===== config.mk =====
export PLATFORM = sky130hd
export DESIGN_NAME = fuzz_vec_driver_flat
export DESIGN_NICKNAME = d
export VERILOG_FILES = /design/src/rtl/fuzz_drv_pkg.sv /design/src/rtl/fuzz_vec_driver_if.sv /design/src/rtl/fuzz_vec_driver_lfsr32.sv /design/src/rtl/fuzz_vec_driver.sv /design/src/flat_wrapper.sv
export SDC_FILE = /design/constraint.sdc
export NUM_CORES = 1
export LEC_CHECK = 0
export ABC_AREA = 0
export BUFFER_PORTS_ARGS = -buffer_cell sky130_fd_sc_hd__buf_4
export CORE_MARGIN = 2
export CORE_UTILIZATION = 30
export DETAILED_ROUTE_END_ITERATION = 6
export PLACE_DENSITY = 0.53
export REMOVE_ABC_BUFFERS = 1
export SYNTH_ARGS = -nofsm -noshare
export SYNTH_HDL_FRONTEND = slang
export SYNTH_SLANG_ARGS = --single-unit

===== constraint.sdc =====
create_clock -name clk -period 5.34 [get_ports clk]
set_input_delay 0.801 -clock clk [delete_from_list [all_inputs] [get_ports clk]]
set_output_delay 0.801 -clock clk [all_outputs]
set_load 0.01 [all_outputs]

===== src/rtl/fuzz_drv_pkg.sv =====
// Shared types, constants and the golden response model for the fuzz vector driver.
package fuzz_drv_pkg;

  typedef logic [95:0] vec_t;

  typedef enum logic [2:0] {
    IDLE,
    GEN,
    DRIVE,
    WAIT,
    CHECK,
    FIN
  } state_t;

  // Galois taps for x^32 + x^22 + x^2 + x + 1 (right-shifting form).
  localparam logic [31:0] LFSR_TAPS = 32'h8020_0003;
  // A zero seed would lock the LFSR, so it is replaced by this value.
  localparam logic [31:0] LFSR_SEED_DEFAULT = 32'h0000_0001;

  // Expected DUT response: only bit 32 is ever non-zero.
  function automatic vec_t golden_top(input vec_t vec);
    vec_t exp_v;
    exp_v     = '0;
    exp_v[32] = (vec[21] | vec[51]) & vec[43] & vec[42];
    return exp_v;
  endfunction

endpackage


===== src/rtl/fuzz_vec_driver_if.sv =====
// Stimulus/response bus between the fuzz driver (master) and the DUT (slave).
interface fuzz_vec_driver_if;
  import fuzz_drv_pkg::*;

  vec_t in_data;
  vec_t out_data;

  modport master (output in_data, input out_data);
  modport slave (input in_data, output out_data);
endinterface


===== src/rtl/fuzz_vec_driver_lfsr32.sv =====
// 32-bit Galois LFSR with seed load and step enable.
module lfsr32
  import fuzz_drv_pkg::*;
(
  input  logic        clk,
  input  logic        rst,
  input  logic        load,
  input  logic [31:0] seed,
  input  logic        step,
  output logic [31:0] state
);

  logic [31:0] state_d;

  // Next state: load wins over step; a zero seed is substituted.
  always_comb begin
    state_d = state;
    if (load) begin
      state_d = (seed == 32'h0) ? LFSR_SEED_DEFAULT : seed;
    end else if (step) begin
      state_d = {1'b0, state[31:1]} ^ (state[0] ? LFSR_TAPS : 32'h0);
    end
  end

  // State register.
  always_ff @(posedge clk) begin
    if (rst) begin
      state <= LFSR_SEED_DEFAULT;
    end else begin
      state <= state_d;
    end
  end

endmodule


===== src/rtl/fuzz_vec_driver.sv =====
// Fuzz stimulus/checker: drives LFSR vectors to the DUT, checks the response against
// the golden model and records the mismatch count and the first failing vector.
module fuzz_vec_driver
  import fuzz_drv_pkg::*;
#(
  parameter int unsigned DUT_LAT  = 2,
  parameter vec_t        CHK_MASK = 96'h1 << 32,
  parameter int unsigned CNT_W    = 16
) (
  input  logic                  clk,
  input  logic                  rst,
  input  logic                  start_i,
  input  logic [CNT_W-1:0]      num_vec_i,
  input  logic [31:0]           seed_i,
  fuzz_vec_driver_if.master     bus,
  output logic                  busy_o,
  output logic                  done_o,
  output logic                  pass_o,
  output logic [CNT_W-1:0]      mismatch_cnt_o,
  output logic [CNT_W-1:0]      fail_idx_o,
  output vec_t                  fail_vec_o
);

  localparam int unsigned LAT_W = (DUT_LAT < 2) ? 1 : $clog2(DUT_LAT + 1);

  state_t           state_q, state_d;
  logic [1:0]       gen_cnt_q;
  logic [LAT_W-1:0] wait_cnt_q;
  logic [CNT_W-1:0] num_q;
  logic [CNT_W-1:0] vec_idx_q;
  vec_t             asm_q;

  logic        lfsr_load;
  logic        lfsr_step;
  logic [31:0] lfsr_state;
  logic        mismatch;
  logic        last_vec;

  lfsr32 u_lfsr (
    .clk   (clk),
    .rst   (rst),
    .load  (lfsr_load),
    .seed  (seed_i),
    .step  (lfsr_step),
    .state (lfsr_state)
  );

  assign mismatch = |((bus.out_data ^ golden_top(bus.in_data)) & CHK_MASK);
  assign last_vec = (vec_idx_q == (num_q - CNT_W'(1)));

  // FSM state register.
  always_ff @(posedge clk) begin
    if (rst) begin
      state_q <= IDLE;
    end else begin
      state_q <= state_d;
    end
  end

  // Next-state logic and LFSR control.
  always_comb begin
    state_d   = state_q;
    lfsr_load = 1'b0;
    lfsr_step = 1'b0;
    unique case (state_q)
      IDLE: begin
        if (start_i) begin
          lfsr_load = 1'b1;
          state_d   = (num_vec_i == '0) ? FIN : GEN;
        end
      end
      GEN: begin
        lfsr_step = 1'b1;
        if (gen_cnt_q == 2'd2) begin
          state_d = DRIVE;
        end
      end
      DRIVE: state_d = WAIT;
      WAIT: begin
        if (wait_cnt_q == LAT_W'(1)) begin
          state_d = CHECK;
        end
      end
      CHECK: state_d = last_vec ? FIN : GEN;
      FIN:   state_d = IDLE;
      default: state_d = IDLE;
    endcase
  end

  // Datapath: vector assembly, drive, response check and result registers.
  always_ff @(posedge clk) begin
    if (rst) begin
      gen_cnt_q      <= '0;
      wait_cnt_q     <= '0;
      num_q          <= '0;
      vec_idx_q      <= '0;
      asm_q          <= '0;
      bus.in_data    <= '0;
      busy_o         <= 1'b0;
      done_o         <= 1'b0;
      pass_o         <= 1'b1;
      mismatch_cnt_o <= '0;
      fail_idx_o     <= '1;
      fail_vec_o     <= '0;
    end else begin
      done_o <= 1'b0;
      unique case (state_q)
        IDLE: begin
          if (start_i) begin
            num_q          <= num_vec_i;
            vec_idx_q      <= '0;
            gen_cnt_q      <= '0;
            mismatch_cnt_o <= '0;
            fail_idx_o     <= '1;
            fail_vec_o     <= '0;
            busy_o         <= 1'b1;
          end
        end
        GEN: begin
          // Shift in from the top so the first state lands in bits [31:0].
          asm_q     <= {lfsr_state, asm_q[95:32]};
          gen_cnt_q <= gen_cnt_q + 2'd1;
        end
        DRIVE: begin
          bus.in_data <= asm_q;
          wait_cnt_q  <= LAT_W'(DUT_LAT);
          gen_cnt_q   <= '0;
        end
        WAIT: begin
          wait_cnt_q <= wait_cnt_q - LAT_W'(1);
        end
        CHECK: begin
          if (mismatch) begin
            if (mismatch_cnt_o != '1) begin
              mismatch_cnt_o <= mismatch_cnt_o + CNT_W'(1);
            end
            if (mismatch_cnt_o == '0) begin
              fail_idx_o <= vec_idx_q;
              fail_vec_o <= bus.in_data;
            end
          end
          vec_idx_q <= vec_idx_q + CNT_W'(1);
        end
        FIN: begin
          done_o <= 1'b1;
          busy_o <= 1'b0;
          pass_o <= (mismatch_cnt_o == '0);
        end
        default: ;
      endcase
    end
  end

endmodule


===== src/flat_wrapper.sv =====
// flat-port wrapper written by rule: the top's interface ports become plain ports
module fuzz_vec_driver_flat import fuzz_drv_pkg::*;
#(
  parameter int unsigned DUT_LAT  = 2,
  parameter vec_t        CHK_MASK = 96'h1 << 32,
  parameter int unsigned CNT_W    = 16
)
  (clk, rst, start_i, num_vec_i, seed_i, busy_o, done_o, pass_o, mismatch_cnt_o, fail_idx_o, fail_vec_o, bus_in_data, bus_out_data);
  fuzz_vec_driver_if bus_i ();
  input  logic clk;
  input  logic rst;
  input  logic start_i;
  input  logic [CNT_W-1:0] num_vec_i;
  input  logic [31:0] seed_i;
  output logic busy_o;
  output logic done_o;
  output logic pass_o;
  output logic [CNT_W-1:0] mismatch_cnt_o;
  output logic [CNT_W-1:0] fail_idx_o;
  output vec_t fail_vec_o;
  output wire logic [$bits(bus_i.in_data)-1:0] bus_in_data;
  input wire logic [$bits(bus_i.out_data)-1:0] bus_out_data;
  assign bus_in_data = bus_i.in_data;
  assign bus_i.out_data = bus_out_data;
  fuzz_vec_driver #(.DUT_LAT(DUT_LAT), .CHK_MASK(CHK_MASK), .CNT_W(CNT_W)) u_core (.clk(clk), .rst(rst), .start_i(start_i), .num_vec_i(num_vec_i), .seed_i(seed_i), .bus(bus_i), .busy_o(busy_o), .done_o(done_o), .pass_o(pass_o), .mismatch_cnt_o(mismatch_cnt_o), .fail_idx_o(fail_idx_o), .fail_vec_o(fail_vec_o));
endmodule

# ---- Yosys cells after proc, flatten, opt, wreduce, memory -nomap -nowiden
# Cells that the tools add are included.
# W data, S select, Z words.
dict set report totals {
  register_bits 394
  inputBits 147
  output_inout_bits 227
}
dict set report op_classes {
  add_sub_neg 5
  eq_ne 15
  n_mux 32
  n_bitwise 5
  n_reduce_logical 16
}
# operator n
set ops {}
lappend ops {{$mux W96} 3}
lappend ops {{$pmux W96 S2} 1}
lappend ops {{$mux W32} 4}
lappend ops {{$mux W16} 6}
lappend ops {{$pmux W16 S2} 3}
lappend ops {{$xor A33 B33 Y33} 1}
lappend ops {{$add A16 B1 Y16 const B} 2}
lappend ops {{$logic_not A16 Y1} 2}
lappend ops {{$logic_not A32 Y1} 1}
lappend ops {{$xor A31 B32 Y32} 1}
lappend ops {{$eq A16 B16 Y1} 1}
lappend ops {{$ne A16 B16 Y1 const B} 1}
lappend ops {{$sub A16 B1 Y16 const B} 1}
lappend ops {{$mux W3} 5}
lappend ops {{$pmux W3 S5} 1}
lappend ops {{$ne A2 B1 Y1 const B} 5}
lappend ops {{$reduce_and A2 Y1} 4}
lappend ops {{$reduce_and A4 Y1} 2}
lappend ops {{$reduce_bool A2 Y1} 4}
lappend ops {{$eq A3 B2 Y1 const B} 2}
lappend ops {{$eq A3 B3 Y1 const B} 2}
lappend ops {{$pmux W2 S3} 1}
lappend ops {{$mux W1} 5}
lappend ops {{$pmux W2 S2} 1}
lappend ops {{other kinds (13)} 14}

# ---- Longest topological paths before layout
# Gate-level depths: netlist of the first run.
dict set report depth {
  ltp_word 6
  mapped_depth 10
  ltp_nobuf 8
}

# ---- Hierarchy
# A second synthesis of the first run with hierarchy kept.
dict set report unflattened {
  hier_cells 1938
  area_unflattened_um2 15394.8
}
# mod instances cells_per_inst area_per_inst_um2
set by_module_without_submodules {}
lappend by_module_without_submodules {fuzz_vec_driver 1 1750 13832.0}
lappend by_module_without_submodules {lfsr32 1 188 1562.7}

# ---- Worst setup path before layout of the first run
# No wires, ideal clock.
dict set report synth_timing {
  kind {register to register}
  from {register u_core.num_q[0]}
  to {register u_core.state_q[2]}
  setup_time_ns 0.096
  t_arrival_ns 2.321
  setup_slack_ns 2.924
  stages_incl_launch_ff 10
  synth_period_minus_slack_ns 2.416
  path_cell_list {dfxtp_1 -> clkbuf_1 -> inv_1 -> ha_1 -> or4b_1 -> nor4_2 -> mux2_2 -> mux2i_1 -> a32oi_1 -> o41ai_2}
}
dict set report synth_between {
  elab_chain_len 4
}
# item line
set synth_lines {}
lappend synth_lines {{from (decl)} fuzz_vec_driver.sv:29} ;# logic [CNT_W-1:0] num_q;
lappend synth_lines {{from (signal assigned)} fuzz_vec_driver.sv:110} ;# num_q <= num_vec_i;
lappend synth_lines {{$sub A16 B1 Y16} fuzz_vec_driver.sv:49} ;# assign last_vec = (vec_idx_q == (num_q - CNT_W'(1)));
lappend synth_lines {{$eq A16 B16 Y1} fuzz_vec_driver.sv:49}
lappend synth_lines {{$mux W3} fuzz_vec_driver.sv:84} ;# CHECK: state_d = last_vec ? FIN : GEN;
lappend synth_lines {{$pmux W3 S5} fuzz_vec_driver.sv:65} ;# unique case (state_q)
lappend synth_lines {{to (signal assigned)} fuzz_vec_driver.sv:56} ;# state_q <= state_d;
lappend synth_lines {{to (decl)} fuzz_vec_driver.sv:26} ;# state_t state_q, state_d;
# No other way between the ends.
# A chain may end at the register's enable or synchronous reset.

# ---- Worst setup path after layout of the first run
dict set report layout_timing {
  from {register u_core.state_q[2]}
  to {register u_core.fail_vec_o[58]}
}
dict set report layout_between {
  elab_chain_len 3
  word_cells_on_any_way 8
}
# item line
set layout_lines {}
lappend layout_lines {{$eq A3 B3 Y1 or $logic_not A3 Y1 (tied branches)} fuzz_vec_driver.sv:107} ;# unique case (state_q)
lappend layout_lines {{$ne A2 B1 Y1 (no source line), or another cell as far along} n/a}
lappend layout_lines {{$reduce_and A4 Y1 (no source line)} n/a}
lappend layout_lines {{to (signal assigned)} fuzz_vec_driver.sv:139} ;# fail_vec_o <= bus.in_data;
lappend layout_lines {{to (decl)} fuzz_vec_driver.sv:21} ;# output vec_t fail_vec_o
# Several ways; a longest one is shown, not always the timed one.

==> out/metrics.csv, run 1 <==
metric,value,unit
status,finished clean,
overflow,0,
first_pass_iters,5,
cts_tree,yes,
crit_fanout,80,
synth_edf_count,0,
grt_max_degree,101,
crit_path_top_delay_cell,nand2_4,
r2r-start,u_core.state_q[2],
relSlewSlack,19.9,%
synthFlopType,dfxtp_1,
finalCritPeriodShare,65.9,%
cts_resized,0,
grtUsageMet1,23.0,%
gp_congestion,0.753,
drv_cap,0,
powerDensity,354,nW/um2
grt_use_met3,3.21,%
initial_core_util,30.2,%
drive_gt1_share,18.4,%
yosysWarnings,0,
routed_wl,45.2,mm
cts-root-buf,clkbuf_16,
grt_pass1_wl,71.5,mm
grt_busiest_layer,met2,
end_kind,flop,
hold_viol,0,
irDropWorstVdd,0.188,mV
min_from,seed_i[9],
clkLatencyLatePin,0.58,ns
avgRoutedWirePerCell,16.2,um
cts.sinks,394,
crit_top_cell,buf_4,
hpwlAfterDp,29.1,mm
vias_per_cell,4.83,
min_path_type,input port to flop,
r2r_end,u_core.fail_vec_o[58],
drt_iter0_markers,840,
reg2reg_depth,8,
core-area,49800,um2
rsz0062_at_grt,no,
die_width,228,um
yosysSeqAreaShare,52.5,%
postRouteAntennaNets,0,
worstPathCellList,nor3b_4 -> buf_4 -> a21oi_1 -> buf_4 -> nand2_4 -> buf_4 -> nand2_1 -> a21oi_1,
clockBufferDepth,3,
rrSetupSlack,1.82,ns
ys_async_sr_fraction,0,%
final_util,38.5,%
yosysTopAreaCell,dfxtp_1,
syn_avg_cell_area,7.94,um2
area_growth,27.3,%
ys_seq_elements,394,
fmax,284,MHz
synth_most_common_cell,nand2_1,
skew,0.0280,ns
diodes,0,
yosys-top-cells-count,"nand2_1, dfxtp_1, a21oi_1, clkbuf_1, nand3_1",
die_area,51900,um2
critical_path_class,flop to flop,
synth_area_leaders,"dfxtp_1, nand2_1, a21oi_1",
drc_errors,0,
die_h,228,um
worstPathRequired,5.83,ns
slowest_delay,0.73,ns
vias,13500,
io_buffers,278,
grt_use_total,16.8,%
num-nets-final,2243,
io_pins,374,
setup_viol,0,
power.leakage,7.19,nW
postCtsSetupBuffers,0,
cts_made_buffers,46,
postCtsHoldBufs,0,
whs_path_depth,2,
fin_ws,1.82,ns
drv_slew,0,
met2_usage,27.1,%
grt_pass1_vias,12800,
hold_path_end,u_core.u_lfsr.state[9],
synth_top_area_share,52.5,%
arrival,4.02,ns
netlist-cell-type-count,51,
cts_htree_levels,2,
rows,82,
path_clk_slew,0.06,ns
dp_slack,1.71,ns
syn_inst,1892,
startpoint,u_core.state_q[2],
antenna_found_initial,1,
worst_slew_pin_slew,1.20,ns
syn_area,15000,um2
cp-start-kind,flop,
fill_cells,5207,
layout_min_cycle_time,3.52,ns
==> state kept, by name, summed over array words and instances (netlist names) <==
name                   cells
u_core.gen_cnt_q           2
u_core.pass_o              1
u_core.asm_q              96
u_core.done_o              1
u_core.mismatch_cnt_o     16
u_core.fail_vec_o         96
u_core.u_lfsr.state       32
u_core.bus.in_data        96
u_core.vec_idx_q          16
u_core.wait_cnt_q          2
u_core.busy_o              1
u_core.fail_idx_o         16
u_core.state_q             3
u_core.num_q              16
==> power breakdown <==
group          internal (mW)  total, mW  switching, mW
combinational          0.160      0.582          0.422
sequential              3.01       3.07         0.0613
clock                   1.86       3.13           1.27
total                   5.03       6.78           1.75
==> cell usage in the layout (no fill, tap or decap), drive strengths merged, types with 4 or more instances in the layout <==
| master | count |
|---|---|
| nor2 | 70 |
| a211o | 5 |
| nand2b | 7 |
| xnor2 | 13 |
| inv | 9 |
| nand2 | 566 |
| buf | 294 |
| mux2 | 6 |
| xor2 | 19 |
| nand4 | 16 |
| clkinv | 9 |
| a21o | 26 |
| mux2i | 6 |
| dfxtp | 394 |
| or4 | 4 |
| and3 | 14 |
| a21oi | 356 |
| a211oi | 6 |
| nor2b | 7 |
| and2 | 8 |
| nand3 | 110 |
| ha | 6 |
| nor3 | 27 |
| clkbuf | 69 |
| or3 | 5 |
| o21bai | 16 |
| nor4 | 18 |
| o21ai | 6 |
| o211ai | 4 |
==> per-stage QoR <==
stage	cells	hold WS [ns]	instance area, um2	setup TNS [ns]	total power [mW]
after floorplan	1748	0.426	14500	-203.59	3.43
after global placement	2714	0.439	17600	0	3.72
after detailed placement	2714	0.445	17600	0	3.73
after CTS	2798	0.388	19100	0	6.88
after global routing	2798	0.401	19100	0	7.07
final	2798	0.422	19100	0	6.78
==> cell families (layout without fill, tap and decap cells) <==
logic type	count (synthesis)	in the layout	share of synthesized area, %
simple gates	864	864	24.6
compound gates	432	432	15.8
flops	394	394	52.5
buf+inv	152	386	3.93
xor+xnor	32	32	1.86
mux	12	12	0.849
fa+ha+maj	6	6	0.499
==> area by class of cell <==
cell class                      instances  area (um2)  share of cell area [%]
Clock inverter                         15         163                   0.850
Sequential cell                       394        7890                    41.2
Tap cell                              672         841                    4.39
Timing Repair Buffer                  294        2240                    11.7
Clock buffer                           69        1360                    7.10
Multi-Input combinational cell       1346        6610                    34.6
Inverter                                8        30.0                   0.157
==> routing by layer <==
metal,wire (um),vias up
li1,-,6757
met3,2270,61
met2,20600,293
met4,809,2
met1,21500,6392
met5,10,-
==> how the worst max path moves through the flow <==
stage                            endpoint  slack (ns)  depth (start not counted)
global route        u_core.fail_vec_o[70]        1.48                          8
floorplan            u_core.fail_vec_o[0]       -1.84                          6
finish              u_core.fail_vec_o[58]        1.82                          8
global placement    u_core.fail_vec_o[26]        1.77                         10
detailed placement  u_core.fail_vec_o[64]        1.71                         10
CTS                 u_core.fail_vec_o[72]        1.78                          8
==> worst max-delay path: cells and delay by family (launching register included) <==
| kind | cells | cell delay (ns) |
|---|---|---|
| buf+inv | 3 | 1.29 |
| compound gates | 2 | 0.27 |
| simple gates | 3 | 1.15 |
| flops | 1 | 0.66 |
Note: power is estimated with default switching activity, not from simulation.
==> run 2: changes to the inputs <==
ABC_AREA = 1   (was 0)
clock period = 3.5 ns   (was 5.34 ns; I/O delays follow)
==> out/metrics.csv, run 2 <==
metric,value,unit
min_from,seed_i[21],
crit_fanout,59,
cts_htree_levels,2,
clkLatencyLatePin,0.58,ns
vias,14500,
crit_top_cell,nor2_1,
hold_viol,0,
drv_slew,0,
synth-simple-area-share,25.3,%
cts_made_buffers,45,
syn_area,15600,um2
irDropWorstVdd,0.361,mV
power.leakage,7.86,nW
core-area,51400,um2
placedCellCount,2920,
postRouteAntennaNets,0,
rows,83,
yosysSeqAreaShare,50.5,%
status,finished clean,
crit_path_top_delay_cell,buf_4,
die_area,53900,um2
worstPathCellList,inv_4 -> buf_4 -> buf_4 -> nor2_1 -> inv_1 -> nor2_1 -> nor2_1 -> inv_1 -> a21oi_1 -> nand2_1 -> a21oi_1,
finalCritPeriodShare,72.5,%
netlist-cell-type-count,39,
relSlewSlack,23.2,%
die_h,232,um
syn_inst,2086,
skew,0.0248,ns
io_buffers,278,
synth_top_area_share,50.5,%
min_path_type,input port to flop,
layout_common_cells,"nand2_1, dfxtp_1, buf_4, a21oi_1, nand3_1",
layout_min_cycle_time,2.54,ns
die_width,232,um
end_kind,flop,
initial_core_util,30.4,%
synth_area_leaders,"dfxtp_1, nand2_1, a21oi_1",
yosysTopAreaCell,dfxtp_1,
cts_tree,yes,
setup_viol,0,
grt_max_degree,169,
gp_congestion,0.826,
first_pass_iters,5,
cts-root-buf,clkbuf_16,
drive_gt1_share,16.8,%
cp-start-kind,flop,
hpwlAfterDp,30.2,mm
fmax,394,MHz
yosys-top-cells-count,"nand2_1, dfxtp_1, a21oi_1, nand3_1, nor2_1",
postCtsHoldBufs,0,
cts.sinks,394,
routed_wl,47.6,mm
worst-path-stages,11,
num-nets-final,2440,
synth_most_common_cell,nand2_1,
clockBufferDepth,3,
synth_edf_count,0,
grt_pass1_wl,74.6,mm
grt_use_total,17.3,%
ys_async_sr_fraction,0,%
slowest_delay,0.70,ns
synthFlopType,dfxtp_1,
whs_path_depth,3,
top_regs,"u_core.asm_q (96), u_core.bus.in_data (96), u_core.fail_vec_o (96)",
crit_buf_inv,5,
avgRoutedWirePerCell,15.9,um
critical_path_class,flop to flop,
final_common_cell,nand2_1,
synth_fa_ha_area_share,0.481,%
fin_cells,3000,
diodes,0,
io_pins,374,
grt_pass1_vias,13700,
synthXorXnorAreaFrac,1.29,%
powerDensity,705,nW/um2
rsz0062_at_grt,no,
startpoint,u_core.state_q[0],
cts_resized,0,
synth_top_family_by_area,simple AND/OR/NAND/NOR gates,
vias_per_cell,4.83,
yosysWarnings,0,
reg2reg_depth,11,
syn_avg_cell_area,7.49,um2
synth_compound_area_share,15.1,%
drt_iter0_markers,729,
postCtsSetupBuffers,0,
muxShareOfSynthArea,0,%
worst_slew_pin_slew,1.15,ns
arrival,3.03,ns
area_growth,25.4,%
overflow,0,
dp_slack,0.944,ns
worstPathRequired,4.00,ns
ys_seq_elements,394,
cp_top_family,buffers and inverters,
r2r-start,u_core.state_q[0],
drv_cap,0,
fin_ws,0.963,ns
path_clk_slew,0.06,ns
antenna_found_initial,0,
drc_errors,0,
## run 2: changes by cell type after synthesis, sizes merged, moves of 73 or more
cell,change
o21ai,+116
a21oi,-73
nor2,+144
nand3,+146
nand2,-146
inv,+126
## run 2: final cells by class
class / count / area, um2
tap: 680 / 851
clock buffer: 65 / 1280
sequential: 394 / 7890
multi-input combinational: 1410 / 6610
fill: 5401 / 31800
clock inverter: 15 / 139
inverter: 135 / 520
timing repair buffer: 301 / 2300
## run 2: tightest hold or removal path, delay by kind of cell
kind	cells	cell delay (ns)
compound gates	1	0.10
buf+inv	2	0.12
## run 2: final timing paths
kind,endpoint,slack [ns]
max,u_core.state_q[2],0.96
min,u_core.u_lfsr.state[21],0.21
max reg2reg,u_core.state_q[2],0.96
min reg2reg,u_core.fail_vec_o[7],0.46
## run 2: through the flow
stage | hold slack [ns] | power [mW] | util, % | TNS [ns] | instance area [um2]
floorplan | 0.435 | 7.90 | - | -715.16 | 15000
global placement | 0.446 | 9.38 | 35.3 | 0 | 18200
detailed placement | 0.453 | 9.42 | 35.3 | 0 | 18200
CTS | 0.176 | 14.0 | 38.1 | 0 | 19600
global route | 0.204 | 14.7 | 38.1 | 0 | 19600
finish | 0.209 | 13.8 | 38.1 | 0 | 19600
## run 2: kinds of logic after synthesis
kind of cell | Yosys count
simple gates | 932
compound gates | 449
flops | 394
buf+inv | 282
xor+xnor | 23
fa+ha+maj | 6
## run 2: where the power goes
part	internal, mW	switching (mW)
logic	1.05	2.61
clock network	2.63	1.90
registers	5.16	0.455
total	8.83	4.97
## run 2: layer usage
| layer | wire (um) | GRT usage [%] | vias up |
|---|---|---|---|
| li1 | - | - | 7305 |
| met1 | 22000 | 22.7 | 6854 |
| met2 | 22700 | 29.4 | 268 |
| met3 | 2070 | 2.78 | 52 |
| met4 | 758 | 4.37 | 0 |
| met5 | 0 | 0 | - |
